**src/rtl/fir3_block_sequencer.sv**
```systemverilog
`default_nettype none
// ============================================================================
// Module      : fir3_block_sequencer
// Description : Serial-to-parallel front end for a 3-phase block FIR filter.
//               Packs three input samples into a block, issues it to the
//               filter with a pipeline-advance strobe, tracks in-flight blocks
//               with a tag shift register, buffers results in a FIFO and
//               re-serialises them. A flush pads a partial block and drains
//               the filter pipeline with bubble advances.
//               Optional statistics port blk_cnt: define FIR3_SEQ_STATS_EN.
// Revision    : 1.0 - initial release
// ============================================================================
module fir3_block_sequencer #(
    parameter int DIN_W    = 16,
    parameter int DOUT_W   = 64,
    parameter int FILT_LAT = 3,
    parameter int DEPTH    = 4
) (
    input  logic                    clk,
    input  logic                    rst,
    input  logic signed [DIN_W-1:0] s_data,
    input  logic                    s_valid,
    output logic                    s_ready,
    input  logic                    flush,
    output logic signed [DIN_W-1:0] f_din1,
    output logic signed [DIN_W-1:0] f_din2,
    output logic signed [DIN_W-1:0] f_din3,
    output logic                    f_en,
    input  logic [DOUT_W-1:0]       f_dout1,
    input  logic [DOUT_W-1:0]       f_dout2,
    input  logic [DOUT_W-1:0]       f_dout3,
    output logic [DOUT_W-1:0]       m_data,
    output logic                    m_valid,
    input  logic                    m_ready,
    output logic                    flush_done
`ifdef FIR3_SEQ_STATS_EN
    ,
    output logic [15:0]             blk_cnt
`endif
);

    localparam int c_PTR_W   = $clog2(DEPTH);
    localparam int c_CNT_W   = $clog2(DEPTH + 1);
    localparam int c_ENTRY_W = 3 * DOUT_W;
    localparam logic [c_CNT_W-1:0] c_DEPTH_CNT = c_CNT_W'(DEPTH);

    typedef enum logic [1:0] {
        c_ST_RUN   = 2'd0,
        c_ST_PAD   = 2'd1,
        c_ST_DRAIN = 2'd2
    } state_t;

    state_t                    r_state_q, w_state_d;
    logic [1:0]                r_phase_q, w_phase_d;
    logic signed [DIN_W-1:0]   r_slot_q [3];
    logic signed [DIN_W-1:0]   w_slot_d [3];
    logic                      r_full_q, w_full_d;
    logic [FILT_LAT-1:0]       r_tag_q, w_tag_d;
    logic [c_CNT_W-1:0]        r_res_q, w_res_d;
    logic [c_PTR_W:0]          r_wr_ptr_q, w_wr_ptr_d;
    logic [c_PTR_W:0]          r_rd_ptr_q, w_rd_ptr_d;
    logic [1:0]                r_word_q, w_word_d;
    logic                      r_wr_pend_q, w_wr_pend_d;
    logic                      r_alive_q;
    logic [c_ENTRY_W-1:0]      r_mem_q [DEPTH];

    logic                      w_accept;
    logic                      w_room;
    logic                      w_data_issue;
    logic                      w_bubble;
    logic                      w_drain_done;
    logic                      w_pop_word;
    logic                      w_pop_last;
    logic [c_ENTRY_W-1:0]      w_head;

    // Issue arbitration, filter-side outputs and the serial output mux.
    always_comb begin
        s_ready      = r_alive_q && (r_state_q == c_ST_RUN) && !r_full_q;
        w_accept     = s_valid && s_ready;
        w_room       = (r_res_q < c_DEPTH_CNT);
        w_data_issue = 1'b0;
        w_bubble     = 1'b0;
        w_drain_done = 1'b0;
        case (r_state_q)
            c_ST_RUN:   w_data_issue = r_full_q && w_room;
            c_ST_PAD:   w_data_issue = w_room;
            c_ST_DRAIN: begin
                // A block completed together with the flush still goes out as data.
                w_data_issue = r_full_q && w_room;
                w_bubble     = !w_data_issue && ((r_tag_q != '0) || r_full_q);
                w_drain_done = (r_tag_q == '0) && !r_full_q;
            end
            default: ;
        endcase
        f_en       = w_data_issue || w_bubble;
        f_din1     = w_data_issue ? r_slot_q[0] : '0;
        f_din2     = w_data_issue ? r_slot_q[1] : '0;
        f_din3     = w_data_issue ? r_slot_q[2] : '0;
        flush_done = w_drain_done;

        m_valid    = (r_wr_ptr_q != r_rd_ptr_q);
        w_head     = r_mem_q[r_rd_ptr_q[c_PTR_W-1:0]];
        w_pop_word = m_valid && m_ready;
        w_pop_last = w_pop_word && (r_word_q == 2'd2);
        m_data     = '0;
        if (m_valid) begin
            case (r_word_q)
                2'd0:    m_data = w_head[DOUT_W-1:0];
                2'd1:    m_data = w_head[2*DOUT_W-1:DOUT_W];
                default: m_data = w_head[3*DOUT_W-1:2*DOUT_W];
            endcase
        end
    end

    // Next-state computation for the FSM, block register, tags, counter and FIFO.
    always_comb begin
        w_state_d   = r_state_q;
        w_phase_d   = r_phase_q;
        w_slot_d    = r_slot_q;
        w_full_d    = r_full_q;
        w_tag_d     = r_tag_q;
        w_res_d     = r_res_q;
        w_rd_ptr_d  = r_rd_ptr_q;
        w_wr_ptr_d  = r_wr_ptr_q;
        w_word_d    = r_word_q;
        w_wr_pend_d = f_en && r_tag_q[FILT_LAT-1];

        if (w_accept) begin
            w_slot_d[r_phase_q] = s_data;
            // Clearing the later slots on a new block makes padding free.
            if (r_phase_q == 2'd0) begin
                w_slot_d[1] = '0;
                w_slot_d[2] = '0;
            end
            if (r_phase_q == 2'd2) begin
                w_full_d  = 1'b1;
                w_phase_d = 2'd0;
            end else begin
                w_phase_d = r_phase_q + 2'd1;
            end
        end

        if (w_data_issue) begin
            w_full_d  = 1'b0;
            w_phase_d = 2'd0;
        end

        if (f_en) begin
            w_tag_d    = r_tag_q << 1;
            w_tag_d[0] = w_data_issue;
        end

        if (w_data_issue && !w_pop_last) begin
            w_res_d = r_res_q + c_CNT_W'(1);
        end else if (!w_data_issue && w_pop_last) begin
            w_res_d = r_res_q - c_CNT_W'(1);
        end

        if (r_wr_pend_q) begin
            w_wr_ptr_d = r_wr_ptr_q + (c_PTR_W + 1)'(1);
        end
        if (w_pop_word) begin
            w_word_d = (r_word_q == 2'd2) ? 2'd0 : r_word_q + 2'd1;
        end
        if (w_pop_last) begin
            w_rd_ptr_d = r_rd_ptr_q + (c_PTR_W + 1)'(1);
        end

        case (r_state_q)
            c_ST_RUN: begin
                if (flush) begin
                    w_state_d = (w_phase_d != 2'd0) ? c_ST_PAD : c_ST_DRAIN;
                end
            end
            c_ST_PAD: begin
                if (w_data_issue) begin
                    w_state_d = c_ST_DRAIN;
                end
            end
            c_ST_DRAIN: begin
                if (w_drain_done) begin
                    w_state_d = c_ST_RUN;
                end
            end
            default: w_state_d = c_ST_RUN;
        endcase
    end

    // Control and datapath registers, cleared asynchronously.
    always_ff @(posedge clk or negedge rst) begin
        if (!rst) begin
            r_state_q   <= c_ST_RUN;
            r_phase_q   <= 2'd0;
            for (int i = 0; i < 3; i++) begin
                r_slot_q[i] <= '0;
            end
            r_full_q    <= 1'b0;
            r_tag_q     <= '0;
            r_res_q     <= '0;
            r_wr_ptr_q  <= '0;
            r_rd_ptr_q  <= '0;
            r_word_q    <= 2'd0;
            r_wr_pend_q <= 1'b0;
            r_alive_q   <= 1'b0;
        end else begin
            r_state_q   <= w_state_d;
            r_phase_q   <= w_phase_d;
            r_slot_q    <= w_slot_d;
            r_full_q    <= w_full_d;
            r_tag_q     <= w_tag_d;
            r_res_q     <= w_res_d;
            r_wr_ptr_q  <= w_wr_ptr_d;
            r_rd_ptr_q  <= w_rd_ptr_d;
            r_word_q    <= w_word_d;
            r_wr_pend_q <= w_wr_pend_d;
            r_alive_q   <= 1'b1;
        end
    end

    // Result storage; contents need no reset because the pointers gate them.
    always_ff @(posedge clk) begin
        if (r_wr_pend_q) begin
            r_mem_q[r_wr_ptr_q[c_PTR_W-1:0]] <= {f_dout3, f_dout2, f_dout1};
        end
    end

`ifdef FIR3_SEQ_STATS_EN
    logic [15:0] r_blk_cnt_q, w_blk_cnt_d;

    // Free-running count of data issues, wrapping at 16 bits.
    always_comb begin
        w_blk_cnt_d = r_blk_cnt_q;
        if (w_data_issue) begin
            w_blk_cnt_d = r_blk_cnt_q + 16'd1;
        end
    end

    // Statistics register.
    always_ff @(posedge clk or negedge rst) begin
        if (!rst) begin
            r_blk_cnt_q <= 16'd0;
        end else begin
            r_blk_cnt_q <= w_blk_cnt_d;
        end
    end

    assign blk_cnt = r_blk_cnt_q;
`endif

endmodule
`default_nettype wire

```
**config.mk**
```make
export PLATFORM = sky130hd
export DESIGN_NAME = fir3_block_sequencer
export DESIGN_NICKNAME = d
export VERILOG_FILES = /design/src/rtl/fir3_block_sequencer.sv
export SDC_FILE = /design/constraint.sdc
export NUM_CORES = 1
export LEC_CHECK = 0
export CORE_AREA = 2 2 289 291
export DETAILED_ROUTE_END_ITERATION = 10
export DIE_AREA = 0 0 291 293
export SETUP_SLACK_MARGIN = 0.15
export SLEW_MARGIN = 10
export SYNTH_ARGS = -nofsm -noshare
export SYNTH_HDL_FRONTEND = slang
export SYNTH_SLANG_ARGS = --single-unit
export TNS_END_PERCENT = 30
```
**constraint.sdc**
```tcl
create_clock -name clk -period 5.4 [get_ports clk]
set_input_delay 1.08 -clock clk [delete_from_list [all_inputs] [get_ports clk]]
set_output_delay 1.08 -clock clk [all_outputs]
set_load 0.01 [all_outputs]
```
==> results.json, run 1 <==
{
  "dr.max_layer_used": "met5",
  "max_slew_margin_pct": 36.2,
  "fin_ws_ns": 0.778,
  "ys_ff_latch": 837,
  "grt_pass1_wl_um": 106000,
  "synth_compound_area_share_pct": 0.725,
  "cts_resized": 0,
  "fp-row-count": 105,
  "first_pass_iters": 4,
  "syn_nets": 1767,
  "cp.required_ns": 4.32,
  "synthAdderAreaFrac_pct": 0.291,
  "drc": 0,
  "cts.sinks": 837,
  "grt_antenna_before_repair": 17,
  "hpwlAfterDp_um": 41400,
  "ys_warn_count": 0,
  "min_path_type": "in2async",
  "io-pin-count": 329,
  "maxCapViolCount": 0,
  "clk_pin_slew_ns": 0.05,
  "die_area_um2": 85300,
  "crit_arrival_ns": 3.54,
  "pre_cts_ws_ns": 1.39,
  "worst_pin_slew_ns": 0.958,
  "wl_met3_um": 4520,
  "final_max_slew_viol_count": 0,
  "synth_ff_type": "edfxtp_1",
  "synth_simple_gate_area_share_pct": 3.09,
  "num-fill-cells": 6641,
  "ant_nets": 0,
  "clock_skew_ns": 0.0401,
  "rrSetupSlack_ns": 2.11,
  "synth-edff-count": 768,
  "coreArea_um2": 81800,
  "die_x_um": 291,
  "leakage_nw": 13.0,
  "post_cts.repair.setup_buffers": 0,
  "synthDistinctLibCells": 40,
  "synth_area_per_cell_um2": 21.1,
  "synthMuxAreaShare_pct": 18.2,
  "reg2reg_from": "r_rd_ptr_q[1]",
  "syn_inst": 1547,
  "hold_violations": 0,
  "first_iter_violations": 943,
  "viasPerCell": 5.15,
  "htreeDepth": 3,
  "peakVddDrop_mv": 0.437,
  "worstSetupPathType": "reg2out",
  "synthXorXnorAreaFrac_pct": 0.268,
  "m1WireLength_um": 28900,
  "drt-wirelength-per-cell_um": 23.0,
  "seq_area_frac_synth_pct": 76.0,
  "initial_core_util_pct": 39.9,
  "fin_nets": 2128,
  "grt_max_degree": 107,
  "whs_ns": 0.450,
  "cts_buffers": 91,
  "setup_violations": 0,
  "gp_congestion": 0.763,
  "cts_tree": "yes",
  "crit_path_start_kind": "flop",
  "multiInputGateArea_um2": 7390,
  "die_h_um": 293,
  "track_usage_pct": 16.6,
  "overflow": 0,
  "cts-root-buf": "clkbuf_16",
  "crit_end": "m_data[3]",
  "drt-total-wl_um": 70100,
  "r2r_cells": 11,
  "num_vias": 15700,
  "cp-end-kind": "output pin",
  "seq_area_um2": 24800,
  "period_needed_ns": 4.62,
  "port_buffers": 328,
  "synth_top_family_by_area": "multiplexers",
  "worstSkewPairLatency_ns": 0.63,
  "layout_common_cells": "768 x edfxtp_1, 327 x clkdlybuf4s50_1, 192 x mux4_2, 92 x clkbuf_16, 86 x mux2_2",
  "async_flop_share_pct": 8.24,
  "met2_length_um": 35300,
  "syn2layout_area_growth_pct": 22.5,
  "power_density_nw_per_um2": 528,
  "period_share_pct": 85.6,
  "grt_pass1_vias": 17100,
  "path_max_fanout": 51,
  "drive_gt1_share_pct": 22.4,
  "hold_buffers": 0,
  "r2r-end": "r_res_q[2]",
  "crit_start": "r_rd_ptr_q[1]",
  "fmax_mhz": 216,
  "status": "complete, no violations",
  "final_common_cell": "edfxtp_1",
  "clockBufferDepth": 3,
  "netlist_area_um2": 32600,
  "rsz0062_at_grt": "no"
}
-- power breakdown --
group          total, mW  internal [mW]  switching (mW)
sequential          8.41           7.92           0.499
clock               5.75           3.31            2.43
combinational       6.95           3.66            3.29
total               21.1           14.9            6.22
-- metrics by stage --
stage	cells	utilization [%]	setup TNS [ns]	area, um^2	power [mW]
2_1_floorplan	1547	-	-61.31	32600	12.7
3_3_place_gp	2885	45.4	0	37200	15.6
3_5_place_dp	2885	45.4	0	37200	15.7
4_1_cts	3045	48.8	0	40000	21.5
5_1_grt	3046	48.8	0	40000	22.2
6_report	3048	48.8	0	40000	21.1
-- layout make-up --
cell class / instances / area share [%]
antenna: 3 / 0.0188
clock buffer: 109 / 5.92
clock inverter: 51 / 1.03
inverter: 5 / 0.0470
multi-input combinational: 617 / 18.5
sequential: 837 / 62.1
tap: 1070 / 3.35
timing repair buffer: 356 / 9.10
-- registers in the layout, indices dropped and copies added, names as in the netlist --
register and flops:
r_rd_ptr_q 3, r_state_q 2, r_res_q 3, r_alive_q 1, r_mem_q 768, r_wr_ptr_q 3
r_slot_q 48, r_word_q 2, r_wr_pend_q 1, r_phase_q 2, r_tag_q 3, r_full_q 1
-- cell families (layout without fill, tap and decap cells) --
| kind of cell | count (synthesis) | after routing |
|---|---|---|
| flops | 837 | 837 |
| mux | 342 | 342 |
| simple gates | 214 | 214 |
| buf+inv | 93 | 521 |
| compound gates | 43 | 43 |
| xor+xnor | 10 | 10 |
| fa+ha+maj | 7 | 7 |
| other cells | 1 | 4 |
-- cell usage after synthesis, types with 2 or more instances --
library cell,number,area (um^2)
buf_1,8,30.0
or3_1,2,12.5
buf_2,33,165
mux2_2,86,968
xnor2_1,5,43.8
buf_6,12,135
clkbuf_1,35,131
mux2i_1,64,641
mux4_2,192,4320
nand2_1,69,259
inv_1,5,18.8
a21oi_1,4,20.0
o21ai_1,2,10.0
ha_1,6,75.1
nor2b_1,2,12.5
xor2_1,5,43.8
and3_1,2,12.5
nor3_1,2,10.0
nor2_1,73,274
and2_1,54,338
dfrtp_1,69,1730
o21ai_0,32,160
edfxtp_1,768,23100
-- routing by layer --
layer / track usage, % / vias up
met2: 28.2 / 383
met3: 4.59 / 113
met1: 21.0 / 8206
met4: 4.35 / 28
met5: 0 / -
li1: - / 6970
-- how the worst min path moves through the flow --
stage / cells after the start / endpoint
after CTS: 1 / r_slot_q[42]
after floorplan: 2 / r_slot_q[0]
after detailed placement: 2 / r_slot_q[15]
after global routing: 1 / r_slot_q[46]
final: 1 / r_slot_q[7]
after global placement: 2 / r_slot_q[23]
-- worst max-delay path: stages (launching register included) --
cell	delay, ns
dfrtp_4	0.84
buf_12	0.43
mux4_2	0.55
mux2_2	0.28
mux2i_1	0.15
nor2_1	0.06
clkdlybuf4s50_1	0.55
Power figures use the tool's default switching activity.
==> run 2: changes to the inputs <==
--- a/config.mk
+++ b/config.mk
@@ -13,4 +13,4 @@
 export SYNTH_ARGS = -nofsm -noshare
 export SYNTH_HDL_FRONTEND = slang
 export SYNTH_SLANG_ARGS = --single-unit
-export TNS_END_PERCENT = 30
+export TNS_END_PERCENT = 50
==> results of run 2 <==
Same layout as run 1: the final DEF is identical, and so are final timing and power.
